**config.mk**
```make
export PLATFORM = sky130hd
export DESIGN_NAME = debug_host_driver
export DESIGN_NICKNAME = d
export VERILOG_FILES = /design/src/rtl/debug_host_driver.sv
export SDC_FILE = /design/constraint.sdc
export NUM_CORES = 1
export LEC_CHECK = 0
export BUFFER_PORTS_ARGS = -buffer_cell sky130_fd_sc_hd__buf_2
export CAP_MARGIN = 20
export CORE_UTILIZATION = 45
export CTS_CLUSTER_DIAMETER = 150
export DETAILED_ROUTE_END_ITERATION = 12
export GPL_ROUTABILITY_DRIVEN = 0
export PLACE_DENSITY = 0.67
export SKIP_LAST_GASP = 1
export SLEW_MARGIN = 20
export SYNTH_ARGS = -nofsm -noshare
export SYNTH_HDL_FRONTEND = slang
export SYNTH_SLANG_ARGS = --single-unit
export TNS_END_PERCENT = 20
```
**constraint.sdc**
```tcl
create_clock -name clk -period 4.2 [get_ports clk]
set_input_delay 0.42 -clock clk [delete_from_list [all_inputs] [get_ports clk]]
set_output_delay 0.42 -clock clk [all_outputs]
set_load 0.005 [all_outputs]
```
**src/rtl/debug_host_driver.sv**
```systemverilog
// Host-side driver for the MIPS debug unit UART protocol: streams a program from a local ROM,
// issues run/step commands and captures the state dumps. Optional rx watchdog: DEBUG_HOST_TIMEOUT_EN.
module debug_host_driver #(
  parameter int LEN        = 32,
  parameter int PROG_DEPTH = 64,
  parameter int NB_ADDR    = $clog2(PROG_DEPTH),
  parameter int HDR_BYTES  = 24,
  parameter int CANT_REGS  = 32,
  parameter int CANT_MEM   = 16,
  parameter int DUMP_BYTES = HDR_BYTES + (CANT_REGS + CANT_MEM) * 4,
`ifdef DEBUG_HOST_TIMEOUT_EN
  parameter int TIMEOUT_CYCLES = 1000000,
`endif
  parameter int NB_DUMP    = $clog2(DUMP_BYTES)
) (
  input  logic               clk,
  input  logic               reset,
  input  logic               cmd_valid,
  input  logic [2:0]         cmd_code,
  output logic               cmd_ready,
  output logic               cmd_err,
  output logic [NB_ADDR-1:0] prog_addr,
  input  logic [LEN-1:0]     prog_data,
  output logic               tx_start,
  output logic [7:0]         tx_data,
  input  logic               tx_done,
  input  logic               rx_done,
  input  logic [7:0]         rx_data,
  output logic               dump_valid,
  output logic [7:0]         dump_byte,
  output logic [NB_DUMP-1:0] dump_idx,
  output logic               dump_done,
  output logic [NB_ADDR:0]   words_loaded,
  output logic [1:0]         mode_out,
`ifdef DEBUG_HOST_TIMEOUT_EN
  output logic               timeout_err,
`endif
  output logic               busy
);

  localparam int BPW  = LEN / 8;
  localparam int BC_W = (BPW > 1) ? $clog2(BPW) : 1;

  localparam logic [2:0] OP_LOAD    = 3'd0;
  localparam logic [2:0] OP_RUN     = 3'd1;
  localparam logic [2:0] OP_ENTER   = 3'd2;
  localparam logic [2:0] OP_STEP    = 3'd3;
  localparam logic [2:0] OP_REPROG  = 3'd4;

  localparam logic [1:0] MODE_UNLOADED = 2'd0;
  localparam logic [1:0] MODE_WAITING  = 2'd1;
  localparam logic [1:0] MODE_STEPPING = 2'd2;

  typedef enum logic [2:0] {
    IDLE,
    SEND_CMD,
    WAIT_TX,
    FETCH,
    SEND_BYTE,
    RX_DUMP,
    DONE
  } state_t;

  state_t               state_reg, state_next;
  state_t               ret_reg, ret_next;
  logic [1:0]           mode_reg, mode_next;
  logic [2:0]           op_reg, op_next;
  logic                 seq_reg, seq_next;
  logic [NB_ADDR-1:0]   addr_reg, addr_next;
  logic [BC_W-1:0]      byte_cnt_reg, byte_cnt_next;
  logic [LEN-1:0]       word_reg, word_next;
  logic                 term_reg, term_next;
  logic                 fetch_wait_reg, fetch_wait_next;
  logic                 tx_start_reg, tx_start_next;
  logic [7:0]           tx_data_reg, tx_data_next;
  logic                 cmd_err_reg, cmd_err_next;
  logic                 cmd_ready_reg, cmd_ready_next;
  logic                 busy_reg, busy_next;
  logic [NB_ADDR:0]     words_loaded_reg, words_loaded_next;
  logic [NB_DUMP-1:0]   dump_cnt_reg, dump_cnt_next;
  logic                 dump_valid_reg, dump_valid_next;
  logic [7:0]           dump_byte_reg, dump_byte_next;
  logic [NB_DUMP-1:0]   dump_idx_reg, dump_idx_next;
  logic                 last_pend_reg, last_pend_next;
  logic                 dump_done_reg, dump_done_next;
  logic                 legal;
`ifdef DEBUG_HOST_TIMEOUT_EN
  localparam int TO_W = $clog2(TIMEOUT_CYCLES + 1);
  logic [TO_W-1:0]      to_cnt_reg, to_cnt_next;
  logic                 timeout_err_reg, timeout_err_next;
`endif

  always_ff @(posedge clk or posedge reset) begin
    if (reset) begin
      state_reg        <= IDLE;
      ret_reg          <= IDLE;
      mode_reg         <= MODE_UNLOADED;
      op_reg           <= 3'd0;
      seq_reg          <= 1'b0;
      addr_reg         <= '0;
      byte_cnt_reg     <= '0;
      word_reg         <= '0;
      term_reg         <= 1'b0;
      fetch_wait_reg   <= 1'b0;
      tx_start_reg     <= 1'b0;
      tx_data_reg      <= 8'd0;
      cmd_err_reg      <= 1'b0;
      cmd_ready_reg    <= 1'b0;
      busy_reg         <= 1'b0;
      words_loaded_reg <= '0;
      dump_cnt_reg     <= '0;
      dump_valid_reg   <= 1'b0;
      dump_byte_reg    <= 8'd0;
      dump_idx_reg     <= '0;
      last_pend_reg    <= 1'b0;
      dump_done_reg    <= 1'b0;
`ifdef DEBUG_HOST_TIMEOUT_EN
      to_cnt_reg       <= '0;
      timeout_err_reg  <= 1'b0;
`endif
    end else begin
      state_reg        <= state_next;
      ret_reg          <= ret_next;
      mode_reg         <= mode_next;
      op_reg           <= op_next;
      seq_reg          <= seq_next;
      addr_reg         <= addr_next;
      byte_cnt_reg     <= byte_cnt_next;
      word_reg         <= word_next;
      term_reg         <= term_next;
      fetch_wait_reg   <= fetch_wait_next;
      tx_start_reg     <= tx_start_next;
      tx_data_reg      <= tx_data_next;
      cmd_err_reg      <= cmd_err_next;
      cmd_ready_reg    <= cmd_ready_next;
      busy_reg         <= busy_next;
      words_loaded_reg <= words_loaded_next;
      dump_cnt_reg     <= dump_cnt_next;
      dump_valid_reg   <= dump_valid_next;
      dump_byte_reg    <= dump_byte_next;
      dump_idx_reg     <= dump_idx_next;
      last_pend_reg    <= last_pend_next;
      dump_done_reg    <= dump_done_next;
`ifdef DEBUG_HOST_TIMEOUT_EN
      to_cnt_reg       <= to_cnt_next;
      timeout_err_reg  <= timeout_err_next;
`endif
    end
  end

  always_comb begin
    unique case (cmd_code)
      OP_LOAD:                    legal = (mode_reg == MODE_UNLOADED);
      OP_RUN, OP_ENTER, OP_REPROG: legal = (mode_reg == MODE_WAITING);
      OP_STEP:                    legal = (mode_reg == MODE_STEPPING);
      default:                    legal = 1'b0;
    endcase
  end

  always_comb begin
    state_next        = state_reg;
    ret_next          = ret_reg;
    mode_next         = mode_reg;
    op_next           = op_reg;
    seq_next          = seq_reg;
    addr_next         = addr_reg;
    byte_cnt_next     = byte_cnt_reg;
    word_next         = word_reg;
    term_next         = term_reg;
    fetch_wait_next   = fetch_wait_reg;
    tx_start_next     = 1'b0;
    tx_data_next      = tx_data_reg;
    cmd_err_next      = 1'b0;
    words_loaded_next = words_loaded_reg;
    dump_cnt_next     = dump_cnt_reg;
    dump_valid_next   = 1'b0;
    dump_byte_next    = dump_byte_reg;
    dump_idx_next     = dump_idx_reg;
    last_pend_next    = 1'b0;
    dump_done_next    = last_pend_reg;
`ifdef DEBUG_HOST_TIMEOUT_EN
    to_cnt_next       = to_cnt_reg;
    timeout_err_next  = 1'b0;
`endif

    case (state_reg)
      IDLE: begin
        if (cmd_valid && cmd_ready_reg) begin
          if (legal) begin
            op_next    = cmd_code;
            seq_next   = 1'b0;
            state_next = SEND_CMD;
          end else begin
            cmd_err_next = 1'b1;
          end
        end
      end

      SEND_CMD: begin
        tx_start_next = 1'b1;
        state_next    = WAIT_TX;
        // REPROGRAM prefixes 0x05 and then behaves exactly like LOAD
        if (op_reg == OP_REPROG && !seq_reg) begin
          tx_data_next = 8'h05;
          ret_next     = SEND_CMD;
          seq_next     = 1'b1;
        end else begin
          case (op_reg)
            OP_LOAD, OP_REPROG: begin
              tx_data_next    = 8'h01;
              ret_next        = FETCH;
              addr_next       = '0;
              fetch_wait_next = 1'b0;
            end
            OP_RUN: begin
              tx_data_next = 8'h02;
              ret_next     = RX_DUMP;
            end
            OP_ENTER: begin
              tx_data_next = 8'h03;
              ret_next     = DONE;
            end
            OP_STEP: begin
              tx_data_next = 8'h06;
              ret_next     = RX_DUMP;
            end
            default: begin
              tx_start_next = 1'b0;
              state_next    = DONE;
            end
          endcase
        end
      end

      WAIT_TX: begin
        if (tx_done) begin
          if (ret_reg == SEND_BYTE) begin
            if (byte_cnt_reg == BC_W'(BPW - 1)) begin
              if (term_reg || addr_reg == NB_ADDR'(PROG_DEPTH - 1)) begin
                words_loaded_next = {1'b0, addr_reg} + (NB_ADDR + 1)'(1);
                mode_next         = MODE_WAITING;
                cmd_err_next      = ~term_reg;
                state_next        = DONE;
              end else begin
                addr_next       = addr_reg + NB_ADDR'(1);
                fetch_wait_next = 1'b0;
                state_next      = FETCH;
              end
            end else begin
              byte_cnt_next = byte_cnt_reg + BC_W'(1);
              word_next     = word_reg >> 8;
              state_next    = SEND_BYTE;
            end
          end else begin
            state_next    = ret_reg;
            dump_cnt_next = '0;
`ifdef DEBUG_HOST_TIMEOUT_EN
            to_cnt_next   = '0;
`endif
            if (op_reg == OP_ENTER) begin
              mode_next = MODE_STEPPING;
            end
          end
        end
      end

      FETCH: begin
        // first cycle lets the ROM register the address, second captures its data
        if (!fetch_wait_reg) begin
          fetch_wait_next = 1'b1;
        end else begin
          fetch_wait_next = 1'b0;
          word_next       = prog_data;
          term_next       = &prog_data[LEN-1 -: 6];
          byte_cnt_next   = '0;
          state_next      = SEND_BYTE;
        end
      end

      SEND_BYTE: begin
        tx_start_next = 1'b1;
        tx_data_next  = word_reg[7:0];
        ret_next      = SEND_BYTE;
        state_next    = WAIT_TX;
      end

      RX_DUMP: begin
        if (rx_done) begin
          dump_valid_next = 1'b1;
          dump_byte_next  = rx_data;
          dump_idx_next   = dump_cnt_reg;
          dump_cnt_next   = dump_cnt_reg + NB_DUMP'(1);
          if (dump_cnt_reg == NB_DUMP'(DUMP_BYTES - 1)) begin
            last_pend_next = 1'b1;
            state_next     = DONE;
          end
        end
`ifdef DEBUG_HOST_TIMEOUT_EN
        if (rx_done) begin
          to_cnt_next = '0;
        end else if (to_cnt_reg == TO_W'(TIMEOUT_CYCLES - 1)) begin
          timeout_err_next = 1'b1;
          state_next       = IDLE;
        end else begin
          to_cnt_next = to_cnt_reg + TO_W'(1);
        end
`endif
      end

      DONE: begin
        state_next = IDLE;
      end

      default: begin
        state_next = IDLE;
      end
    endcase

    cmd_ready_next = (state_next == IDLE);
    busy_next      = (state_next != IDLE);
  end

  assign cmd_ready    = cmd_ready_reg;
  assign cmd_err      = cmd_err_reg;
  assign prog_addr    = addr_reg;
  assign tx_start     = tx_start_reg;
  assign tx_data      = tx_data_reg;
  assign dump_valid   = dump_valid_reg;
  assign dump_byte    = dump_byte_reg;
  assign dump_idx     = dump_idx_reg;
  assign dump_done    = dump_done_reg;
  assign words_loaded = words_loaded_reg;
  assign mode_out     = mode_reg;
  assign busy         = busy_reg;
`ifdef DEBUG_HOST_TIMEOUT_EN
  assign timeout_err  = timeout_err_reg;
`endif

endmodule

```
==> results of run 1 <==
synth_stat cells (all sizes together) (3+ instances only):
master | number | share of area
o21a | 3 | 0.0048
xnor2 | 3 | 0.0056
o31ai | 10 | 0.016
ha | 3 | 0.0080
mux2 | 10 | 0.024
inv | 8 | 0.0064
nand2 | 94 | 0.076
nand4b | 4 | 0.0075
nor2b | 5 | 0.0067
nor3b | 5 | 0.014
mux2i | 25 | 0.054
clkbuf | 12 | 0.0096
buf | 10 | 0.014
a21oi | 13 | 0.014
nor2 | 10 | 0.0086
nand4 | 4 | 0.0054
and3b | 3 | 0.0056
dfrtp | 100 | 0.54
o41ai | 4 | 0.0075
a31oi | 3 | 0.0040
a41oi | 3 | 0.0056
nor4b | 4 | 0.0075
o21ai | 45 | 0.048
nand3 | 7 | 0.0075
and2 | 4 | 0.0054
a22o | 15 | 0.028
and3 | 4 | 0.0054
worst paths after layout:
check	from	to	slack, ns	cells past startpoint
min in group clk	rx_data[4]	dump_byte[4]$_DFFE_PP0P_	0.23	3
worst max register to register	state_reg[1]$_DFF_PP0_	words_loaded[2]$_DFFE_PP0P_	1.60	4
max in group asynchronous	reset	prog_addr[2]$_DFFE_PP0P_	3.07	3
worst max-delay path	state_reg[1]$_DFF_PP0_	words_loaded[2]$_DFFE_PP0P_	1.60	4
worst min register to register	dump_done_next$_DFF_PP0_	dump_done$_DFF_PP0_	0.36	0
worst min-delay path	reset	word_reg[31]$_DFFE_PP0P_	0.20	2
cells by family after synthesis:
kind of cell / synth area share
AOI/OAI and AO/OA: 0.1643
xor gates and xnor gates: 0.009368
adders and majority gates: 0.008029
buffers and inverters: 0.02970
DFF: 0.5352
muxes: 0.07840
and+or+nand+nor: 0.1750
through the flow:
stage / setup slack (ns) / area, µm²
after detailed placement: 1.633 / 5245
after global routing: 1.368 / 5426
after floorplan: 1.161 / 4676
after CTS: 1.605 / 5426
after global placement: 1.712 / 5245
final: 1.600 / 5426
power by group through the flow:
stage          Combinational (mW)  Sequential, mW  Clock, mW
2_1_floorplan              0.0913            1.06          0
3_3_place_gp                0.155            1.07          0
3_5_place_dp                0.162            1.08          0
4_1_cts                     0.162            1.06      0.604
5_1_grt                     0.182            1.07      0.639
6_report                    0.158            1.06      0.579
area by class of cell:
type	count	area [µm²]
Fill cell	946	4483
Sequential cell	100	2502
Multi-Input combinational cell	315	2053
Timing Repair Buffer	96	490.5
Tap cell	133	166.4
Clock buffer	9	123.9
Clock inverter	7	57.56
Inverter	8	32.53
worst max-delay path: stages, from the launching register on:
cell,delay [ns]
dfrtp_1,0.62
nor3b_2,0.76
nand4_1,0.37
nor2_2,0.36
mux2_2,0.37
per-layer routing:
layer / GRT usage / share of wire / vias up
met4: 0.1020 / 0.020 / 0
met1: 0.2768 / 0.48 / 1741
met5: 0 / 0 / -
li1: - / - / 1777
met3: 0.04261 / 0.048 / 13
met2: 0.3014 / 0.46 / 91
==> summary.md, run 1 <==
| Metric | Value |
|---|---|
| Status | `finished clean` |
| Worst-path clk slew | `0.10 ns` |
| CTS root buf | `clkbuf_8` |
| Nets | `581` |
| Commonest cells after routing, fill and taps aside | `dfrtp_1, nand2_1, buf_2` |
| Share of layout cells above drive strength 1 | `0.2486` |
| Clock Sinks | `100` |
| Clk_lat worst skew | `0.38 ns` |
| # diodes | `0` |
| Synth Warn # | `0` |
| Clk network pwr share | `0.323` |
| Cells after DPL | `652` |
| Post-CTS sizing | `0` |
| PortBufs | `92` |
| Post-detailed-route count of antenna-violating nets | `0` |
| Post-synthesis async set-or-reset flop share | `1.000` |
| WS Path Type | `flop to flop` |
| Sequential cell area fraction in the yosys report | `0.5352` |
| Upper clock frequency limit | `0.3846 GHz` |
| Unrepaired setup endpoints after global routing | `false` |
| Area growth syn-to-layout | `16.06%` |
| CP Capture Type | `flop` |
| Die Wd | `103.9 µm` |
| Worst Path Max Fanout | `14` |
| HP Class | `input port to asynchronous set/reset pin` |
| CP Launch Type | `flop` |
| DR vias | `3,622` |
| Final period util | `0.6191` |
| Starting Density | `0.4718` |
| Net count after synthesis | `496` |
| Worst Path Arrival | `2.87 ns` |
| Vias in the first global route | `3,474` |
| Switching pwr | `0.4886 mW` |
| Prevailing post-synth register cell | `dfrtp_1` |
| Internal | `1.305 mW` |
| Commonest non-fill, non-tap cell in the layout | `dfrtp_1` |
| Avg Vias per Cell | `5.422` |
| Initial antenna violation count | `0` |
| Worst-case headroom to the max-slew limit | `0.4447` |
| Total Wirelength | `10,100 µm` |
| Area of the core | `9910 µm²` |
| # Max-Cap Violations | `0` |
| Grt ovf | `0` |
| First-pass GRT wire length | `17,260 µm` |
| Pre-antenna DRT Iters | `4` |
| Synth cell types | `62` |
| 1st-iter DRT viols | `166` |
| Post-Syn Instances | `445` |
| Non-filler instance count after layout | `668` |
| Pin count of the biggest net entering global routing | `69` |
| Clock skew | `0.01083 ns` |
| Die area | `10,800 µm²` |
| Peak VDD IR | `0.1722 mV` |
| Flop pwr share | `0.589` |
| Post-synth EDFFs | `0` |
| CTS tree | `yes` |
| Maximum buffer depth of the clock tree | `2` |
| Gate power share | `0.088` |
| Core Util, Final | `0.5476` |
| Rows | `36` |
| Die Ht | `103.9 µm` |
| Final hold viol count | `0` |
| DRC violations left | `0` |
| Wire per inst | `15.13 µm` |
| Num CTS Buffers | `9` |
| Seq cells post-synth | `100` |
| TNS Setup | `0 ns` |
| Final hold slack | `0.2005 ns` |
| Synthesized cell area | `4676 µm²` |
| HPWL Detailed | `7229 µm` |
| Global-route usage over all layers | `0.2013` |
| Final setup vio count | `0` |
| Max FFs per register | `32` |
| Switch share | `0.2724` |
| Total power draw | `1.794 mW` |
| Slew Limit Fails | `0` |
| PwrDens | `330.6 nW/µm²` |
| Postcts setup bufs | `0` |
| Post-layout min period | `2.600 ns` |
| CTS Hold Bufs | `0` |
| Syn Area/Cell | `10.51 µm²` |
| Level count of the clock H-tree | `3` |
| Worst-margin pin slew | `0.8293 ns` |
| P_leak | `2.567 nW` |
| Ports | `93` |
| Crit path required time | `4.47 ns` |
No activity file was read; power rests on OpenSTA's default activity.
==> run 2: changes to the inputs <==
clock period = 2.4 ns   (was 4.2 ns; I/O delays follow)
==> summary.md, run 2 (synthesis results as in run 1) <==
| Metric | Value |
|---|---|
| Upper clock frequency limit | `0.4569 GHz (+19%)` |
| Final period util | `0.9120 (+0.2929)` |
| PortBufs | `92 (unchanged)` |
| # Max-Cap Violations | `0 (unchanged)` |
| HPWL Detailed | `7160 µm (-0.96%)` |
| Area growth syn-to-layout | `18.89%` |
| Avg Vias per Cell | `5.383 (-0.73%)` |
| Post-place setup slack | `0.2359 ns (-1.397 ns)` |
| Post-route cell area | `5559 µm² (+2.4%)` |
| Clock skew | `0.01988 ns (+0.009049 ns)` |
| Worst Path Max Fanout | `7 (-7)` |
| Num CTS Buffers | `9 (unchanged)` |
| Starting Density | `0.4718 (unchanged)` |
| Final setup vio count | `0 (unchanged)` |
| Commonest non-fill, non-tap cell in the layout | `dfrtp_1` |
| Setup ws final | `0.2111 ns (-1.389 ns)` |
| RR Startpoint | `prog_addr[0]$_DFFE_PP0P_` |
| Worst-path clk slew | `0.11 ns (about the same)` |
| CTS tree | `yes` |
| Total Wirelength | `10,110 µm (about the same)` |
| FILL cells | `920 (-2.7%)` |
| Die Ht | `103.9 µm (unchanged)` |
| Grt ovf | `0 (unchanged)` |
| Rows | `36 (unchanged)` |
| Met1 usage | `0.2827 (+0.005864)` |
| Post-layout min period | `2.189 ns (-0.4113 ns)` |
| WS Path Type | `flop to flop` |
| Vias in the first global route | `3,663 (+5.4%)` |
| RR Endpoint | `busy$_DFF_PP0_` |
| Placed cell area | `5344 µm² (+1.9%)` |
| Met2 usage | `0.3152 (+0.01381)` |
| DRC violations left | `0 (unchanged)` |
| TNS Setup | `0 ns (unchanged)` |
| Die area | `10,800 µm² (unchanged)` |
| Worst path bufs/invs | `0 (unchanged)` |
| Clock Sinks | `100 (unchanged)` |
| Global-route layer with the greatest usage | `met2` |
| Nets | `590 (+1.5%)` |
| Ports | `93 (unchanged)` |
| Cells after DPL | `660 (+1.2%)` |
| # diodes | `0 (unchanged)` |
| DR vias | `3,644 (+0.61%)` |
| Peak VDD IR | `0.3087 mV (+79%)` |
| Slew Limit Fails | `0 (unchanged)` |
| CP Launch Type | `flop` |
| Wire per inst | `14.93 µm (-1.3%)` |
| Core Util, Final | `0.5610 (+0.01338)` |
| Worst Setup EP | `busy$_DFF_PP0_` |
| Setup crit start | `prog_addr[0]$_DFFE_PP0P_` |
| Unrepaired setup endpoints after global routing | `false` |
| Area of the core | `9910 µm² (unchanged)` |
| Critical path's top delay family | `simple AND/OR/NAND/NOR gates` |
| First-pass GRT wire length | `17,820 µm (+3.2%)` |
| Global-route usage over all layers | `0.2028 (+0.001502)` |
| Initial antenna violation count | `0 (unchanged)` |
| Crit path required time | `2.63 ns (-1.84 ns)` |
| Clk_lat worst skew | `0.37 ns (about the same)` |
| Die Wd | `103.9 µm (unchanged)` |
| CTS root buf | `clkbuf_8` |
| CP peak stage delay | `0.54 ns (-0.22 ns)` |
| Worst-case headroom to the max-slew limit | `0.4889 (+0.04416)` |
| Pre-antenna DRT Iters | `4 (unchanged)` |
| Worst-margin pin slew | `0.7667 ns (-0.06261 ns)` |
| Flop-to-flop setup slack | `0.21 ns (-1.39 ns)` |
| CP Capture Type | `flop` |
| Maximum buffer depth of the clock tree | `2 (unchanged)` |
| Level count of the clock H-tree | `3 (unchanged)` |
| Commonest cells after routing, fill and taps aside | `dfrtp_1, nand2_1, buf_2` |
| Max FFs per register | `32 (unchanged)` |
| 1st-iter DRT viols | `180 (+8.4%)` |
| PwrDens | `585.4 nW/µm² (+77%)` |
| Critical path's slowest cell | `or4b_1` |
| Post-detailed-route count of antenna-violating nets | `0 (unchanged)` |
| Final hold viol count | `0 (unchanged)` |
| HP Class | `input port to flop` |
| Met3 Usage GRT | `0.05388 (+0.01128)` |
| CP cell instances | `ha_1, and3_1, a2111oi_4, o211ai_2, or4b_1` |
| WP depth | `5 (+1)` |
| Postcts setup bufs | `0 (unchanged)` |
| Status | `finished clean` |
| P_leak | `2.640 nW (+2.9%)` |
| Pin count of the biggest net entering global routing | `58 (-16%)` |
| Share of layout cells above drive strength 1 | `0.2592 (+0.01059)` |
| Non-filler instance count after layout | `677 (+1.3%)` |
| R2R depth | `5 (+1)` |
| Worst Path Arrival | `2.42 ns (-0.45 ns)` |
-- run 2: how the worst min path moves through the flow --
stage | startpoint | endpoint | slack (ns) | cells after the start
detailed placement | dump_done_next$_DFF_PP0_ | dump_done$_DFF_PP0_ | 0.34 | 0
floorplan | dump_done_next$_DFF_PP0_ | dump_done$_DFF_PP0_ | 0.33 | 0
CTS | rx_data[1] | dump_byte[1]$_DFFE_PP0P_ | 0.04 | 3
global placement | dump_done_next$_DFF_PP0_ | dump_done$_DFF_PP0_ | 0.33 | 0
global route | rx_data[0] | dump_byte[0]$_DFFE_PP0P_ | 0.05 | 3
finish | rx_data[0] | dump_byte[0]$_DFFE_PP0P_ | 0.05 | 3
-- run 2: repair_timing --
item	CTS	global route
gates resized for setup	0	0
hold buffers	1	0
hold endpoints to repair	28	0
-- run 2: per-layer routing --
layer | part of all wire | vias up | routed length [µm]
met3 | 0.052 | 6 | 530
met2 | 0.46 | 83 | 4669
met4 | 0.0062 | 0 | 63
li1 | - | 1799 | -
met5 | 0 | - | 0
met1 | 0.48 | 1756 | 4842
-- run 2: area by class of cell --
cell class / instances / area [µm²] / area share
sequential: 100 / 2502 / 0.4501
clock buffer: 9 / 123.9 / 0.02228
multi-input combinational: 315 / 2053 / 0.3693
timing repair buffer: 105 / 598.1 / 0.1076
tap: 133 / 166.4 / 0.02993
inverter: 8 / 33.78 / 0.006077
clock inverter: 7 / 81.33 / 0.01463
-- run 2: report_power, final --
part | total (mW) | leakage, nW | internal, mW | switching (mW)
clock network | 1.12 | 0.106 | 0.499 | 0.622
logic | 0.283 | 1.19 | 0.133 | 0.150
registers | 1.85 | 1.34 | 1.77 | 0.0823
total | 3.25 | 2.64 | 2.40 | 0.855
-- run 2: worst min-delay path, delay by kind of cell --
| kind | cells | cell delay (ns) |
|---|---|---|
| and+or+nand+nor | 2 | 0.09 |
| buffers and inverters | 1 | 0.07 |
-- run 2: through the flow --
step	hold WS (ns)	power, mW
after detailed placement	0.3393	2.170
after global placement	0.3323	2.158
after CTS	0.04210	3.288
after global routing	0.04844	3.411
after floorplan	0.3312	2.023
final	0.05217	3.254
